==> src/rtl/mac_op_sequencer.sv <==
// Command sequencer upstream of the bit-line controller: launches one cell operation,
// waits for bit-line bias, then drives the timed word-line pulse and reports done/timeout.
module mac_op_sequencer #(
  parameter int unsigned PULSE_W_WR = 20,
  parameter int unsigned PULSE_W_RD = 8,
  parameter int unsigned DOWN_LEAD  = 2,
  parameter int unsigned TIMEOUT    = 64
) (
  input  logic       sys_clk,
  input  logic       sys_rst_n,
  input  logic       cmd_valid,
  output logic       cmd_ready,
  input  logic [9:0] cmd_addr,
  input  logic       cmd_write,
  input  logic       cmd_set,
  output logic       work_en,
  output logic       work_mode,
  output logic       op_mode,
  output logic [4:0] bl_addr_in,
  output logic       op_down,
  input  logic       bl_assert_en,
  output logic [4:0] wl_addr,
  output logic       wl_pulse_en,
  output logic       busy,
  output logic       done,
  output logic       err_timeout
);

  typedef enum logic [2:0] {
    ST_IDLE    = 3'd0,
    ST_LAUNCH  = 3'd1,
    ST_WAIT_BL = 3'd2,
    ST_PULSE   = 3'd3,
    ST_DRAIN   = 3'd4
  } state_t;

  localparam logic [7:0] W_WR_8    = 8'(PULSE_W_WR);
  localparam logic [7:0] W_RD_8    = 8'(PULSE_W_RD);
  localparam logic [7:0] LEAD_8    = 8'(DOWN_LEAD);
  localparam logic [7:0] TIMEOUT_8 = 8'(TIMEOUT);

  state_t     r_state;
  logic [7:0] r_tmo_cnt;
  logic [7:0] r_pulse_cnt;
  logic       r_work_en;
  logic       r_work_mode;
  logic       r_op_mode;
  logic [4:0] r_bl_addr;
  logic       r_op_down;
  logic [4:0] r_wl_addr;
  logic       r_wl_pulse_en;
  logic       r_done;
  logic       r_err_timeout;

  function automatic logic [7:0] pulse_width(input logic is_write);
    if (is_write) begin
      return W_WR_8;
    end else begin
      return W_RD_8;
    end
  endfunction

  function automatic logic in_down_zone(input logic [7:0] cnt);
    return (cnt <= LEAD_8);
  endfunction

  // Sequencer FSM; every datapath output is registered here.
  always_ff @(posedge sys_clk) begin
    if (!sys_rst_n) begin
      r_state       <= ST_IDLE;
      r_tmo_cnt     <= 8'd0;
      r_pulse_cnt   <= 8'd0;
      r_work_en     <= 1'b0;
      r_work_mode   <= 1'b0;
      r_op_mode     <= 1'b0;
      r_bl_addr     <= 5'd0;
      r_op_down     <= 1'b0;
      r_wl_addr     <= 5'd0;
      r_wl_pulse_en <= 1'b0;
      r_done        <= 1'b0;
      r_err_timeout <= 1'b0;
    end else begin
      r_work_en     <= 1'b0;
      r_done        <= 1'b0;
      r_err_timeout <= 1'b0;
      case (r_state)
        ST_IDLE: begin
          if (cmd_valid) begin
            r_bl_addr   <= cmd_addr[9:5];
            r_wl_addr   <= cmd_addr[4:0];
            r_work_mode <= cmd_write;
            r_op_mode   <= cmd_write & cmd_set;
            r_work_en   <= 1'b1;
            r_state     <= ST_LAUNCH;
          end else begin
            r_state <= ST_IDLE;
          end
        end
        ST_LAUNCH: begin
          r_tmo_cnt <= TIMEOUT_8;
          r_state   <= ST_WAIT_BL;
        end
        ST_WAIT_BL: begin
          // A zero count means the timeout strobe already went out last edge.
          if (r_tmo_cnt == 8'd0) begin
            r_state <= ST_IDLE;
          end else if (bl_assert_en) begin
            r_pulse_cnt   <= pulse_width(r_work_mode);
            r_wl_pulse_en <= 1'b1;
            r_op_down     <= in_down_zone(pulse_width(r_work_mode));
            r_state       <= ST_PULSE;
          end else begin
            r_tmo_cnt     <= r_tmo_cnt - 8'd1;
            r_err_timeout <= (r_tmo_cnt == 8'd1);
            r_state       <= ST_WAIT_BL;
          end
        end
        ST_PULSE: begin
          if (r_pulse_cnt <= 8'd1) begin
            r_wl_pulse_en <= 1'b0;
            r_op_down     <= 1'b0;
            r_done        <= 1'b1;
            r_state       <= ST_DRAIN;
          end else begin
            r_pulse_cnt <= r_pulse_cnt - 8'd1;
            r_op_down   <= in_down_zone(r_pulse_cnt - 8'd1);
            r_state     <= ST_PULSE;
          end
        end
        ST_DRAIN: begin
          r_state <= ST_IDLE;
        end
        default: begin
          r_wl_pulse_en <= 1'b0;
          r_op_down     <= 1'b0;
          r_state       <= ST_IDLE;
        end
      endcase
    end
  end

  assign cmd_ready   = (r_state == ST_IDLE);
  assign busy        = (r_state != ST_IDLE);
  assign work_en     = r_work_en;
  assign work_mode   = r_work_mode;
  assign op_mode     = r_op_mode;
  assign bl_addr_in  = r_bl_addr;
  assign op_down     = r_op_down;
  assign wl_addr     = r_wl_addr;
  assign wl_pulse_en = r_wl_pulse_en;
  assign done        = r_done;
  assign err_timeout = r_err_timeout;

endmodule

==> config.mk <==
export PLATFORM = sky130hd
export DESIGN_NAME = mac_op_sequencer
export DESIGN_NICKNAME = d
export VERILOG_FILES = /design/src/rtl/mac_op_sequencer.sv
export SDC_FILE = /design/constraint.sdc
export NUM_CORES = 1
export LEC_CHECK = 0
export ABC_CLOCK_PERIOD_IN_PS = 3200
export CAP_MARGIN = 10
export CELL_PAD_IN_SITES_DETAIL_PLACEMENT = 2
export CELL_PAD_IN_SITES_GLOBAL_PLACEMENT = 2
export CORE_AREA = 2 2 79 81
export DETAILED_ROUTE_END_ITERATION = 12
export DIE_AREA = 0 0 81 83
export PLACE_DENSITY = 0.77
export SYNTH_ARGS = -nofsm -noshare
export SYNTH_HDL_FRONTEND = slang
export SYNTH_SLANG_ARGS = --single-unit
==> constraint.sdc <==
create_clock -name sys_clk -period 3.2 [get_ports sys_clk]
set_input_delay 0.64 -clock sys_clk [delete_from_list [all_inputs] [get_ports sys_clk]]
set_output_delay 0.64 -clock sys_clk [all_outputs]
set_load 0.1 [all_outputs]
# Word level (Yosys, flattened, before mapping)
# Index checks and enable logic that the tools add are counted.
[totals] regBits=36 input_bits=16 output_inout_bits=19 wordCells=70
[classes] n_addsub=2 magnitude_cmp=3 eq_ne=10 n_mux=25 n_bitwise=4 n_reduce_logical=14
[ops] op="$mux 8" n=7
[ops] op="$pmux 8 s2" n=2
[ops] op="$le 8x2->1 const B" n=2
[ops] op="$sub 8x1->8 const B" n=2
[ops] op="$pmux 3 s4" n=1
[ops] op="$mux 1" n=10
[ops] op="$ne 2x2->1 const B" n=5
[ops] op="$eq 8x1->1 const B" n=1
[ops] op="$le 8x1->1 const B" n=1
[ops] op="$logic_not 8->1" n=1
[ops] op="$reduce_and 4->1" n=2
[ops] op="$eq 3x2->1 const B" n=2
[ops] op="$pmux 1 s3" n=2
[ops] op="$reduce_and 2->1" n=3
[ops] op="$reduce_and 3->1" n=2
[ops] op="$mux 5" n=1
[ops] op="$reduce_bool 2->1" n=2
[ops] op="$reduce_or 4->1" n=1
[ops] op="$eq 3x1->1 const B" n=1
[ops] op="$eq 3x3->1 const B" n=1
[ops] op="$logic_not 3->1" n=1
[ops] op="$mux 3" n=1
[ops] op="$not 1->1" n=3
[ops] op="$reduce_bool 3->1" n=1
[ops] op="3 further kinds" n=3

# Logic depth before layout (Yosys ltp)
# Gate-level depths: netlist of the first run.
[logic_depth] word_depth=9 depth_mapped=9 ltp_nobuf=7

# Worst setup path after synthesis of the first run
# Ideal clock, no wire load.
[synth_timing] path_kind="register -> output" from="reg r_state[0]" to="out busy" arrival_time_ns=3.988 required_time_ns=2.560 path_slack_ns=-1.428 stages_incl_launch_ff=4 n_path_buf=1 cell_sequence="dfxtp_1 clkbuf_1 nor3_1 inv_1"
[synth_between] elab_chain_cells=1
[synth_rtl] element="start: declaration" line="42" source="state_t r_state;"
[synth_rtl] element="start signal: assignment" line="70" source="r_state <= ST_IDLE;"
[synth_rtl] element="start signal: assignment" line="94" source="r_state <= ST_LAUNCH;"
[synth_rtl] element="start signal: assignment" line="96" source="r_state <= ST_IDLE;"
[synth_rtl] element="$reduce_bool 3->1" line="143" source="assign busy = (r_state != ST_IDLE);"
[synth_rtl] element="end: declaration" line="24" source="output logic busy,"
# No other way between the ends.

# Final worst setup path of the first run
[layout_timing] from="reg r_tmo_cnt[0]" to="reg r_pulse_cnt[1]"
[layout_between] elab_chain_cells=3
[layout_rtl] element="start: declaration" line="43" source="logic [7:0] r_tmo_cnt;"
[layout_rtl] element="start signal: assignment" line="113" source="r_tmo_cnt <= r_tmo_cnt - 8'd1;"
[layout_rtl] element="$logic_not 8->1" line="105" source="if (r_tmo_cnt == 8'd0) begin"
[layout_rtl] element="$ne 2x2->1 (no source line)"
[layout_rtl] element="$reduce_and 4->1 (no source line)"
[layout_rtl] element="end signal: assignment" line="108" source="r_pulse_cnt <= pulse_width(r_work_mode);"
[layout_rtl] element="end signal: assignment" line="125" source="r_pulse_cnt <= r_pulse_cnt - 8'd1;"
[layout_rtl] element="end: declaration" line="44" source="logic [7:0] r_pulse_cnt;"
# No other way between the ends.
# A chain may end at the register's enable or synchronous reset.

==> run summary, run 1 <==
outcome - finished, final reports clean
WHS Endpoint - op_mode$_SDFFE_PN0P_
Yosys reg bits - 36
WP data arrival - 2.61 ns
row count - 28
CP startpoint kind - flip-flop
IO buf count - 34
worst path bufs/invs - 2
Least-Margin Pin Slew - 0.645 ns
Compound-Gate Fraction of Synth Area - 0.221
CP Max Fanout - 12
Vias per Instance - 5.06
starting density of the core - 0.313
Crit path depth - 8
Clock Tree Root - clkbuf_8
Die ar. - 6720 um^2
share of flip-flops with an asynchronous set or reset - 0
Crit path largest cell delay - 0.58 ns
hold_buf cts - 0
drt wl/cell - 15.0 um
P&R area growth vs syn - 25.4%
DRT antenna net count - 0
first-pass GRT wire length - 8380 um
CP endpoint kind - flip-flop
DRC - 0
main combinational cell family by area after synthesis - simple AND/OR/NAND/NOR gates
reg2reg end - r_pulse_cnt[1]$_SDFFE_PN0P_
clock slew at reported path FFs - 0.08 ns
Post-DP Area - 2190 um^2
Antenna Cells - 0
max cap viols - 0
routed wire length - 4930 um
min-delay src - op_mode$_SDFFE_PN0P_
setup slack after layout - 0.771 ns
core footprint - 5820 um^2
Tmin final - 2.43 ns
CTS tree - yes
Layout Nets - 273
DR iter-0 viols - 55
XOR/XNOR share of the synthesized area - 0.0385
setup violators final - 0
max-slew violations - 0
antenna violations before repair - 0
post-DP HPWL - 3540 um
share of cells above drive strength 1 - 0.150
hold slack - 0.471 ns
H-tree depth - 2
post-synthesis mux area share - 0.00550
Worst Reg-to-Reg Cells - 8
slew margin rel. - 0.566
clock latency on the worst-skew pair - 0.29 ns
post-synthesis cell type count - 47
crit share post-route - 0.759
warning count from the yosys run - 0
RSZ-0062 raised after global routing - false
cells after synthesis - 219
Die Y - 83 um
top_reg_cell synth - dfxtp_1
Post-Synth Simple-Gate Area - 0.260
Post-CTS Resized - 0
clock skew - 0.00348 ns
synthesized area - 1820 um^2
CP delay by family, top - simple AND/OR/NAND/NOR gates
Max IR drop VDD - 0.190 mV
setup_tns - 0 ns
IO Pins - 35
Worst Hold Class - reg -> reg
clk sinks - 36
Synth Area per Inst - 8.31 um^2
FILL cells - 683
Seq/Total Area, Yosys - 0.396
fin util - 0.392
number of global-route vias before repair - 1678
syn_nets - 240
CTS buffer count - 5
total track usage - 0.157
design area - 2280 um^2
Synth Area in Adders - 0.0344
vias post-DR - 1661
die width - 81 um
Fin. Hold Viols - 0
Clock Path Buffers - 2
CP Cell Sequence - inv_1 -> ha_1 -> nor3b_1 -> a211oi_1 -> buf_4 -> a21boi_4 -> mux2i_1 -> nor2b_1
critical path class - reg -> reg
RD Place Congestion - 0.702
drt pass-1 iters - 4
hold depth - 2
DP Worst Slack - 0.502 ns
largest net degree at the start of global routing - 34
fmax - 412 MHz
Slowest cell on crit path - nor3b_1
Remaining Overflow, GRT - 0
worst r2r src - r_tmo_cnt[0]$_SDFFE_PN0P_
Worst Path Required - 3.38 ns
PwrDens - 482 nW/um^2
Reg2Reg Setup Slack - 0.77 ns
setup bufs post-CTS - 0
leakage - 0.902 nW
Post-synth EDFFs - 0
## cell usage in the layout, fill, tap and decap left out, drive strengths merged, types with 2 or more instances in the layout
cell type      instances
nand3                  6
o211ai                 2
nor2                  18
dfxtp                 36
nand3b                 2
xnor2                  2
clkbuf                 7
nand2                 41
buf                   22
inv                    8
o31ai                  2
ha                     5
nor4                   3
nor3                   9
a21boi                17
a21o                   2
a21oi                  8
clkdlybuf4s50         15
o21ai                  8
and3                   4
xor2                   6
nand2b                 3
a211oi                 4
a2111oi                2
nor2b                  3
## synthesized netlist by cell type (2+ instances only)
library cell	count	share of area
a211oi_1	4	0.017
a21boi_0	14	0.058
a21boi_2	2	0.012
a21o_1	2	0.0083
a21oi_1	8	0.022
and3_1	4	0.014
buf_2	2	0.0055
clkbuf_1	8	0.017
dfxtp_1	36	0.40
ha_1	5	0.034
inv_1	8	0.017
nand2_1	41	0.085
nand2b_1	3	0.010
nand3_1	6	0.017
nand3b_1	2	0.0083
nor2_1	18	0.037
nor2b_1	3	0.010
nor3_1	9	0.025
nor4_1	2	0.0069
o211ai_1	2	0.0083
o21ai_0	6	0.017
o21ai_1	2	0.0055
o31ai_1	2	0.0083
xnor2_1	2	0.0096
xor2_1	6	0.029
## cell type report
| type | instances | area [um^2] | area share |
|---|---|---|---|
| repair buffers | 37 | 315 | 0.138 |
| well taps | 75 | 93.8 | 0.0411 |
| clock inverters | 1 | 7.51 | 0.00329 |
| inverters | 8 | 30.0 | 0.0132 |
| multi-input cells | 164 | 1030 | 0.451 |
| clock buffers | 7 | 86.3 | 0.0378 |
| flip-flops and latches | 36 | 721 | 0.316 |
## worst max-delay path by stage
| stage | startpoint | endpoint | slack (ns) |
|---|---|---|---|
| finish | r_tmo_cnt[0]$_SDFFE_PN0P_ | r_pulse_cnt[1]$_SDFFE_PN0P_ | 0.77 |
| global route | r_tmo_cnt[0]$_SDFFE_PN0P_ | r_pulse_cnt[1]$_SDFFE_PN0P_ | 0.52 |
| CTS | r_tmo_cnt[0]$_SDFFE_PN0P_ | r_pulse_cnt[1]$_SDFFE_PN0P_ | 0.74 |
| detailed placement | bl_assert_en | r_tmo_cnt[5]$_SDFFE_PN0P_ | 0.50 |
| global placement | bl_assert_en | r_tmo_cnt[7]$_SDFFE_PN0P_ | 0.57 |
| floorplan | r_state[0]$_SDFF_PN0_ | busy | 0.51 |
## cells by family after synthesis
logic type      after synthesis
mux                           1
compound gates               52
fa+ha+maj                     5
buf+inv                      19
flops                        36
xor+xnor                      8
simple gates                 98
## stage by stage
step | power [mW] | cells
after detailed placement | 0.766 | 320
after global placement | 0.763 | 320
after CTS | 1.12 | 328
after floorplan | 0.689 | 219
after global routing | 1.16 | 328
final | 1.10 | 328
## layer usage
metal / track usage / routed length [um]
met1: 0.208 / 2320
met2: 0.248 / 2340
met3: 0.0402 / 194
met4: 0.0508 / 73
met5: 0 / 0
## tightest hold or removal path: stages (launching register included)
cell	delay, ns
dfxtp_1	0.31
nand2_1	0.05
a21boi_0	0.06
## flip-flops by register name (all words and copies together) (netlist names)
register     cells
wl_addr          5
done             1
r_state          3
work_en          1
op_down          1
r_tmo_cnt        8
err_timeout      1
bl_addr_in       5
op_mode          1
wl_pulse_en      1
r_pulse_cnt      8
work_mode        1
## power by group
part / switching, mW / internal (mW)
logic: 0.186 / 0.0771
registers: 0.0223 / 0.468
clock network: 0.173 / 0.175
total: 0.381 / 0.720
(Power assumes the default switching activity.)
==> run 2: changes to the inputs <==
==> config.mk (replaced) <==
export PLATFORM = sky130hd
export DESIGN_NAME = mac_op_sequencer
export DESIGN_NICKNAME = d
export VERILOG_FILES = /design/src/rtl/mac_op_sequencer.sv
export SDC_FILE = /design/constraint.sdc
export NUM_CORES = 1
export LEC_CHECK = 0
export ABC_CLOCK_PERIOD_IN_PS = 2400
export CAP_MARGIN = 10
export CELL_PAD_IN_SITES_DETAIL_PLACEMENT = 2
export CELL_PAD_IN_SITES_GLOBAL_PLACEMENT = 2
export CORE_AREA = 2 2 81 83
export DETAILED_ROUTE_END_ITERATION = 12
export DIE_AREA = 0 0 83 85
export PLACE_DENSITY = 0.74
export SYNTH_ARGS = -nofsm -noshare
export SYNTH_HDL_FRONTEND = slang
export SYNTH_SLANG_ARGS = --single-unit
==> constraint.sdc (replaced) <==
create_clock -name sys_clk -period 2.4 [get_ports sys_clk]
set_input_delay 0.48 -clock sys_clk [delete_from_list [all_inputs] [get_ports sys_clk]]
set_output_delay 0.48 -clock sys_clk [all_outputs]
set_load 0.1 [all_outputs]
==> run 2 against run 1 <==
Compared with the run above: critical path depth shrank 2; utilization down 1.2 points; die area up 4.9%; cell area up 3.3%; register-to-register slack worse by 0.50 ns; sequential share of layout area shrank 1.0 points; first-iteration DRC count is 38% lower; critical endpoint is now r_tmo_cnt[7]$_SDFFE_PN0P_; largest cell class unchanged.
==> run summary, run 2 (synthesized netlist as in run 1, its figures left out) <==
PwrDens - 624 nW/um^2 (was 482 nW/um^2)
number of global-route vias before repair - 1759 (was 1678)
Met1 Wirelength - 2430 um (was 2320 um)
Worst Hold Class - reg -> reg (unchanged)
Die Y - 85 um (was 83 um)
total track usage - 0.156 (was 0.157)
max cap viols - 0 (unchanged)
core footprint - 6200 um^2 (was 5820 um^2)
Max IR drop VDD - 0.239 mV (was 0.190 mV)
CP Cell Sequence - clkdlybuf4s50_1 -> or4b_1 -> a2111oi_1 -> o2111ai_1 -> xor2_1 -> nor2_1 (was inv_1 -> ha_1 -> nor3b_1 -> a211oi_1 -> buf_4 -> a21boi_4 -> mux2i_1 -> nor2b_1)
CP endpoint kind - flip-flop (unchanged)
RSZ-0062 raised after global routing - false (unchanged)
fin util - 0.380 (was 0.392)
RD Place Congestion - 0.752 (was 0.702)
Top Layer Used - met4 (unchanged)
leakage - 0.947 nW (was 0.902 nW)
clock slew at reported path FFs - 0.09 ns (was 0.08 ns)
slew margin rel. - 0.664 (was 0.566)
CTS buffer count - 5 (unchanged)
die width - 83 um (was 81 um)
Crit path largest cell delay - 0.53 ns (was 0.58 ns)
drt pass-1 iters - 4 (unchanged)
routed length on met3 - 131 um (was 194 um)
largest net degree at the start of global routing - 34 (unchanged)
Remaining Overflow, GRT - 0 (unchanged)
critical path class - in -> reg (was reg -> reg)
IO Pins - 35 (unchanged)
first-pass GRT wire length - 8870 um (was 8380 um)
fmax - 462 MHz
hold_buf cts - 0 (unchanged)
Fin. Hold Viols - 0 (unchanged)
DR iter-0 viols - 34 (was 55)
min-delay src - op_mode$_SDFFE_PN0P_ (unchanged)
setup violators final - 0 (unchanged)
clock skew - 0.0103 ns (was 0.00348 ns)
setup bufs post-CTS - 0 (unchanged)
vias post-DR - 1716 (was 1661)
Layout Nets - 283 (was 273)
CP Max Fanout - 2 (was 12)
Clock Tree Root - clkbuf_8 (unchanged)
drt wl/cell - 15.5 um (was 15.0 um)
share of cells above drive strength 1 - 0.186 (was 0.150)
Vias per Instance - 5.05 (was 5.06)
Worst Path Required - 2.59 ns (was 3.38 ns)
CP startpoint kind - primary input (was flip-flop)
design area - 2360 um^2 (was 2280 um^2)
post-DP HPWL - 3920 um (was 3540 um)
Post-DP Area - 2270 um^2 (was 2190 um^2)
clock latency on the worst-skew pair - 0.29 ns (about the same)
commonest non-fill, non-tap cells in the layout - nand2_1, dfxtp_1, buf_4 (unchanged)
DRT antenna net count - 0 (unchanged)
top flop regs - r_pulse_cnt (8), r_tmo_cnt (8) (unchanged)
P&R area growth vs syn - 29.6% (was 25.4%)
Antenna Cells - 0 (unchanged)
DRC - 0 (unchanged)
H-tree depth - 2 (unchanged)
WP data arrival - 2.35 ns (was 2.61 ns)
starting density of the core - 0.293 (was 0.313)
Critical Path Start - bl_assert_en (was r_tmo_cnt[0]$_SDFFE_PN0P_)
worst r2r src - r_tmo_cnt[0]$_SDFFE_PN0P_ (unchanged)
WL met2 - 2680 um (was 2340 um)
Die ar. - 7060 um^2 (was 6720 um^2)
routed wire length - 5290 um (was 4930 um)
Post-CTS Resized - 0 (unchanged)
antenna violations before repair - 0 (unchanged)
crit share post-route - 0.902
Least-Margin Pin Slew - 0.502 ns (was 0.645 ns)
IO buf count - 34 (unchanged)
Tmin final - 2.16 ns
outcome - finished, final reports clean (unchanged)
Clock Path Buffers - 2 (unchanged)
max-slew violations - 0 (unchanged)
commonest non-fill, non-tap cell in the layout - nand2_1 (unchanged)
Slowest cell on crit path - a2111oi_1 (was nor3b_1)
CTS tree - yes (unchanged)
clk sinks - 36 (unchanged)
row count - 29 (was 28)
==> run 2: cell types whose count changed in the layout (fill, tap and decap cells not counted) <==
cell	previous run	this run
clkbuf_8	6	5
buf_4	22	32
clkbuf_1	1	0
clkinv_4	0	1
clkinvlp_4	1	2
==> run 2: cell type report <==
class	count	area, um^2
clock buffers	5	68.8
well taps	77	96.3
flip-flops and latches	36	721
multi-input cells	164	1030
inverters	8	30.0
clock inverters	3	23.8
fillers	716	3850
repair buffers	47	390
==> run 2: final timing paths <==
check	endpoint	slack, ns	cells after the start
worst min-delay path	op_mode$_SDFFE_PN0P_	0.47	2
worst min register to register	op_mode$_SDFFE_PN0P_	0.47	2
worst max-delay path	r_tmo_cnt[7]$_SDFFE_PN0P_	0.24	6
worst max register to register	r_pulse_cnt[1]$_SDFFE_PN0P_	0.27	8
==> run 2: where the power goes <==
group / internal, mW / switching [mW]
Combinational: 0.111 / 0.261
Sequential: 0.624 / 0.0212
Clock: 0.206 / 0.250
==> run 2: layer usage <==
layer | GRT usage | vias up
met3 | 0.0311 | 2
li1 | - | 848
met5 | 0 | -
met4 | 0.0447 | 0
met1 | 0.190 | 844
met2 | 0.279 | 22
==> run 2: worst max-delay path, delay by kind of cell <==
kind	cells	cell delay, ns
buffers and inverters	1	0.42
and+or+nand+nor	2	0.55
AOI/OAI and AO/OA	2	0.74
xor gates and xnor gates	1	0.16
==> run 2: per-stage QoR <==
stage          total power [mW]  hold slack [ns]  setup WS [ns]  TNS (ns)  instances
5_1_grt                    1.56            0.490         0.0390         0        340
3_3_place_gp               1.03            0.453        -0.0449   -0.0647        332
6_report                   1.47            0.471          0.236         0        340
4_1_cts                    1.51            0.481          0.210         0        340
3_5_place_dp               1.04            0.465        -0.0994    -0.182        332
2_1_floorplan             0.919            0.504         -0.131    -0.131        219
==> run 3: changes to the inputs <==
--- a/config.mk
+++ b/config.mk
@@ -9,10 +9,10 @@
 export CAP_MARGIN = 10
 export CELL_PAD_IN_SITES_DETAIL_PLACEMENT = 2
 export CELL_PAD_IN_SITES_GLOBAL_PLACEMENT = 2
-export CORE_AREA = 2 2 81 83
+export CORE_AREA = 2 2 69 98
 export DETAILED_ROUTE_END_ITERATION = 12
-export DIE_AREA = 0 0 83 85
-export PLACE_DENSITY = 0.74
+export DIE_AREA = 0 0 71 100
+export PLACE_DENSITY = 0.73
 export SYNTH_ARGS = -nofsm -noshare
 export SYNTH_HDL_FRONTEND = slang
 export SYNTH_SLANG_ARGS = --single-unit
==> run 3 against run 2 <==
Compared with the run above: clock-buffer cell count unchanged; die area increased by 0.64%; utilization shrank 0.75 points; critical endpoint unchanged; clock skew is 0.0053 ns lower; via count down 0.64%; wire length up 6.2%; cell count is 1.2% lower; largest power group unchanged; first-iteration DRC count is 15% higher.
==> run summary, run 3 (synthesized netlist as in run 1, its figures left out) <==
core footprint - 6350 um^2 (was 6200 um^2)
min-delay src - bl_addr_in[0]$_SDFFE_PN0P_ (was op_mode$_SDFFE_PN0P_)
Least-Margin Pin Slew - 0.487 ns (was 0.502 ns)
worst r2r src - r_tmo_cnt[0]$_SDFFE_PN0P_ (unchanged)
DR iter-0 viols - 39 (was 34)
crit share post-route - 0.886 (was 0.902)
Clock Tree Root - clkbuf_8 (unchanged)
antenna violations before repair - 0 (unchanged)
clock skew - 0.00503 ns (was 0.0103 ns)
Post-CTS Resized - 0 (unchanged)
Antenna Cells - 0 (unchanged)
top flop regs - r_pulse_cnt (8), r_tmo_cnt (8) (unchanged)
clk sinks - 36 (unchanged)
Max IR drop VDD - 0.200 mV (was 0.239 mV)
number of global-route vias before repair - 1821 (was 1759)
fin util - 0.373 (was 0.380)
Fin. Hold Viols - 0 (unchanged)
commonest non-fill, non-tap cells in the layout - nand2_1, dfxtp_1, buf_4 (unchanged)
PwrDens - 666 nW/um^2 (was 624 nW/um^2)
CTS buffer count - 5 (unchanged)
setup bufs post-CTS - 0 (unchanged)
post-DP HPWL - 4110 um (was 3920 um)
DRT antenna net count - 0 (unchanged)
reg2reg end - r_tmo_cnt[0]$_SDFFE_PN0P_ (was r_pulse_cnt[1]$_SDFFE_PN0P_)
total track usage - 0.171 (was 0.156)
routed wire length - 5610 um (was 5290 um)
commonest non-fill, non-tap cell in the layout - nand2_1 (unchanged)
design area - 2370 um^2 (was 2360 um^2)
CP Max Fanout - 2 (unchanged)
largest net degree at the start of global routing - 34 (unchanged)
RSZ-0062 raised after global routing - false (unchanged)
vias post-DR - 1705 (was 1716)
hold_buf cts - 0 (unchanged)
critical path class - in -> reg (unchanged)
RD Place Congestion - 0.750 (was 0.752)
Worst Path Required - 2.58 ns (was 2.59 ns)
Vias per Instance - 5.07 (was 5.05)
WP data arrival - 2.31 ns (was 2.35 ns)
first-pass GRT wire length - 9380 um (was 8870 um)
Remaining Overflow, GRT - 0 (unchanged)
starting density of the core - 0.287 (was 0.293)
max-slew violations - 0 (unchanged)
setup violators final - 0 (unchanged)
Worst Hold Class - reg -> reg (unchanged)
P&R area growth vs syn - 30.1% (was 29.6%)
share of cells above drive strength 1 - 0.183 (was 0.186)
IO buf count - 34 (unchanged)
CTS tree - yes (unchanged)
Reg2Reg Setup Slack - 0.31 ns (was 0.27 ns)
Post-DP Area - 2250 um^2 (was 2270 um^2)
CP endpoint kind - flip-flop (unchanged)
drt pass-1 iters - 4 (unchanged)
drt wl/cell - 16.7 um (was 15.5 um)
Slowest cell on crit path - or4b_1 (was a2111oi_1)
CP startpoint kind - primary input (unchanged)
slew margin rel. - 0.667 (was 0.664)
fmax - 470 MHz (was 462 MHz)
Crit path largest cell delay - 0.52 ns (was 0.53 ns)
Critical Path Start - bl_assert_en (unchanged)
clock latency on the worst-skew pair - 0.30 ns (was 0.29 ns)
Tmin final - 2.13 ns (was 2.16 ns)
Worst Reg-to-Reg Cells - 7 (was 8)
max cap viols - 0 (unchanged)
IO Pins - 35 (unchanged)
H-tree depth - 2 (unchanged)
DRC - 0 (unchanged)
outcome - finished, final reports clean (unchanged)
Die Y - 100 um (was 85 um)
CP Cell Sequence - clkdlybuf4s50_1 -> or4b_1 -> a2111oi_1 -> o2111ai_1 -> xor2_1 -> nor2_1 (unchanged)
Layout Nets - 282 (was 283)
clock slew at reported path FFs - 0.08 ns (was 0.09 ns)
Clock Path Buffers - 2 (unchanged)
row count - 35 (was 29)
leakage - 0.954 nW (was 0.947 nW)
Setup crit end - r_tmo_cnt[7]$_SDFFE_PN0P_ (unchanged)
die width - 71 um (was 83 um)
Die ar. - 7100 um^2 (was 7060 um^2)
==> run 3: cell count changes in the layout (fill, tap and decap cells not counted), sizes merged <==
| cell | delta |
|---|---|
| buf | -1 |
| bufinv | +1 |
| clkinvlp | -1 |
==> run 3: stage by stage <==
step / std cells / setup slack (ns) / setup TNS, ns / power, mW / hold slack [ns]
floorplan: 219 / -0.131 / -0.131 / 0.919 / 0.504
global placement: 328 / 0.0306 / 0 / 1.03 / 0.450
detailed placement: 328 / -0.0555 / -0.0674 / 1.04 / 0.467
CTS: 336 / 0.259 / 0 / 1.60 / 0.480
global route: 336 / 0.130 / 0 / 1.65 / 0.513
finish: 336 / 0.274 / 0 / 1.58 / 0.474
==> run 3: power breakdown <==
group	total, mW	switching (mW)	internal (mW)	leakage [nW]
combinational	0.377	0.265	0.111	0.607
clock	0.554	0.246	0.308	0.0541
sequential	0.645	0.0209	0.624	0.293
total	1.58	0.533	1.04	0.954
==> run 3: area by class of cell <==
cell class	instances	area, um^2
Tap cell	74	92.6
Fill cell	731	3980
Clock inverter	3	42.5
Timing Repair Buffer	46	383
Multi-Input combinational cell	164	1030
Clock buffer	5	68.8
Sequential cell	36	721
Inverter	8	30.0
==> run 3: worst min path at each step <==
| stage | end | slack, ns | depth (start not counted) |
|---|---|---|---|
| floorplan | r_pulse_cnt[4]$_SDFFE_PN0P_ | 0.50 | 2 |
| global placement | wl_addr[2]$_SDFFE_PN0P_ | 0.45 | 2 |
| detailed placement | bl_addr_in[0]$_SDFFE_PN0P_ | 0.47 | 2 |
| CTS | bl_addr_in[0]$_SDFFE_PN0P_ | 0.48 | 2 |
| global route | op_mode$_SDFFE_PN0P_ | 0.51 | 2 |
| finish | bl_addr_in[0]$_SDFFE_PN0P_ | 0.47 | 2 |
==> run 3: layer usage <==
| layer | up-vias | GRT usage | routed length, um |
|---|---|---|---|
| li1 | 840 | - | - |
| met3 | 5 | 0.0301 | 120 |
| met4 | 0 | 0.0566 | 85 |
| met1 | 841 | 0.183 | 2240 |
| met5 | - | 0 | 0 |
| met2 | 19 | 0.331 | 3170 |
==> run 3: worst max-delay path: cells and delay by family <==
| kind | cells | cell delay (ns) |
|---|---|---|
| AND/OR/NAND/NOR | 2 | 0.58 |
| XOR/XNOR | 1 | 0.18 |
| buffers and inverters | 1 | 0.42 |
| AO/OA/AOI/OAI | 2 | 0.65 |
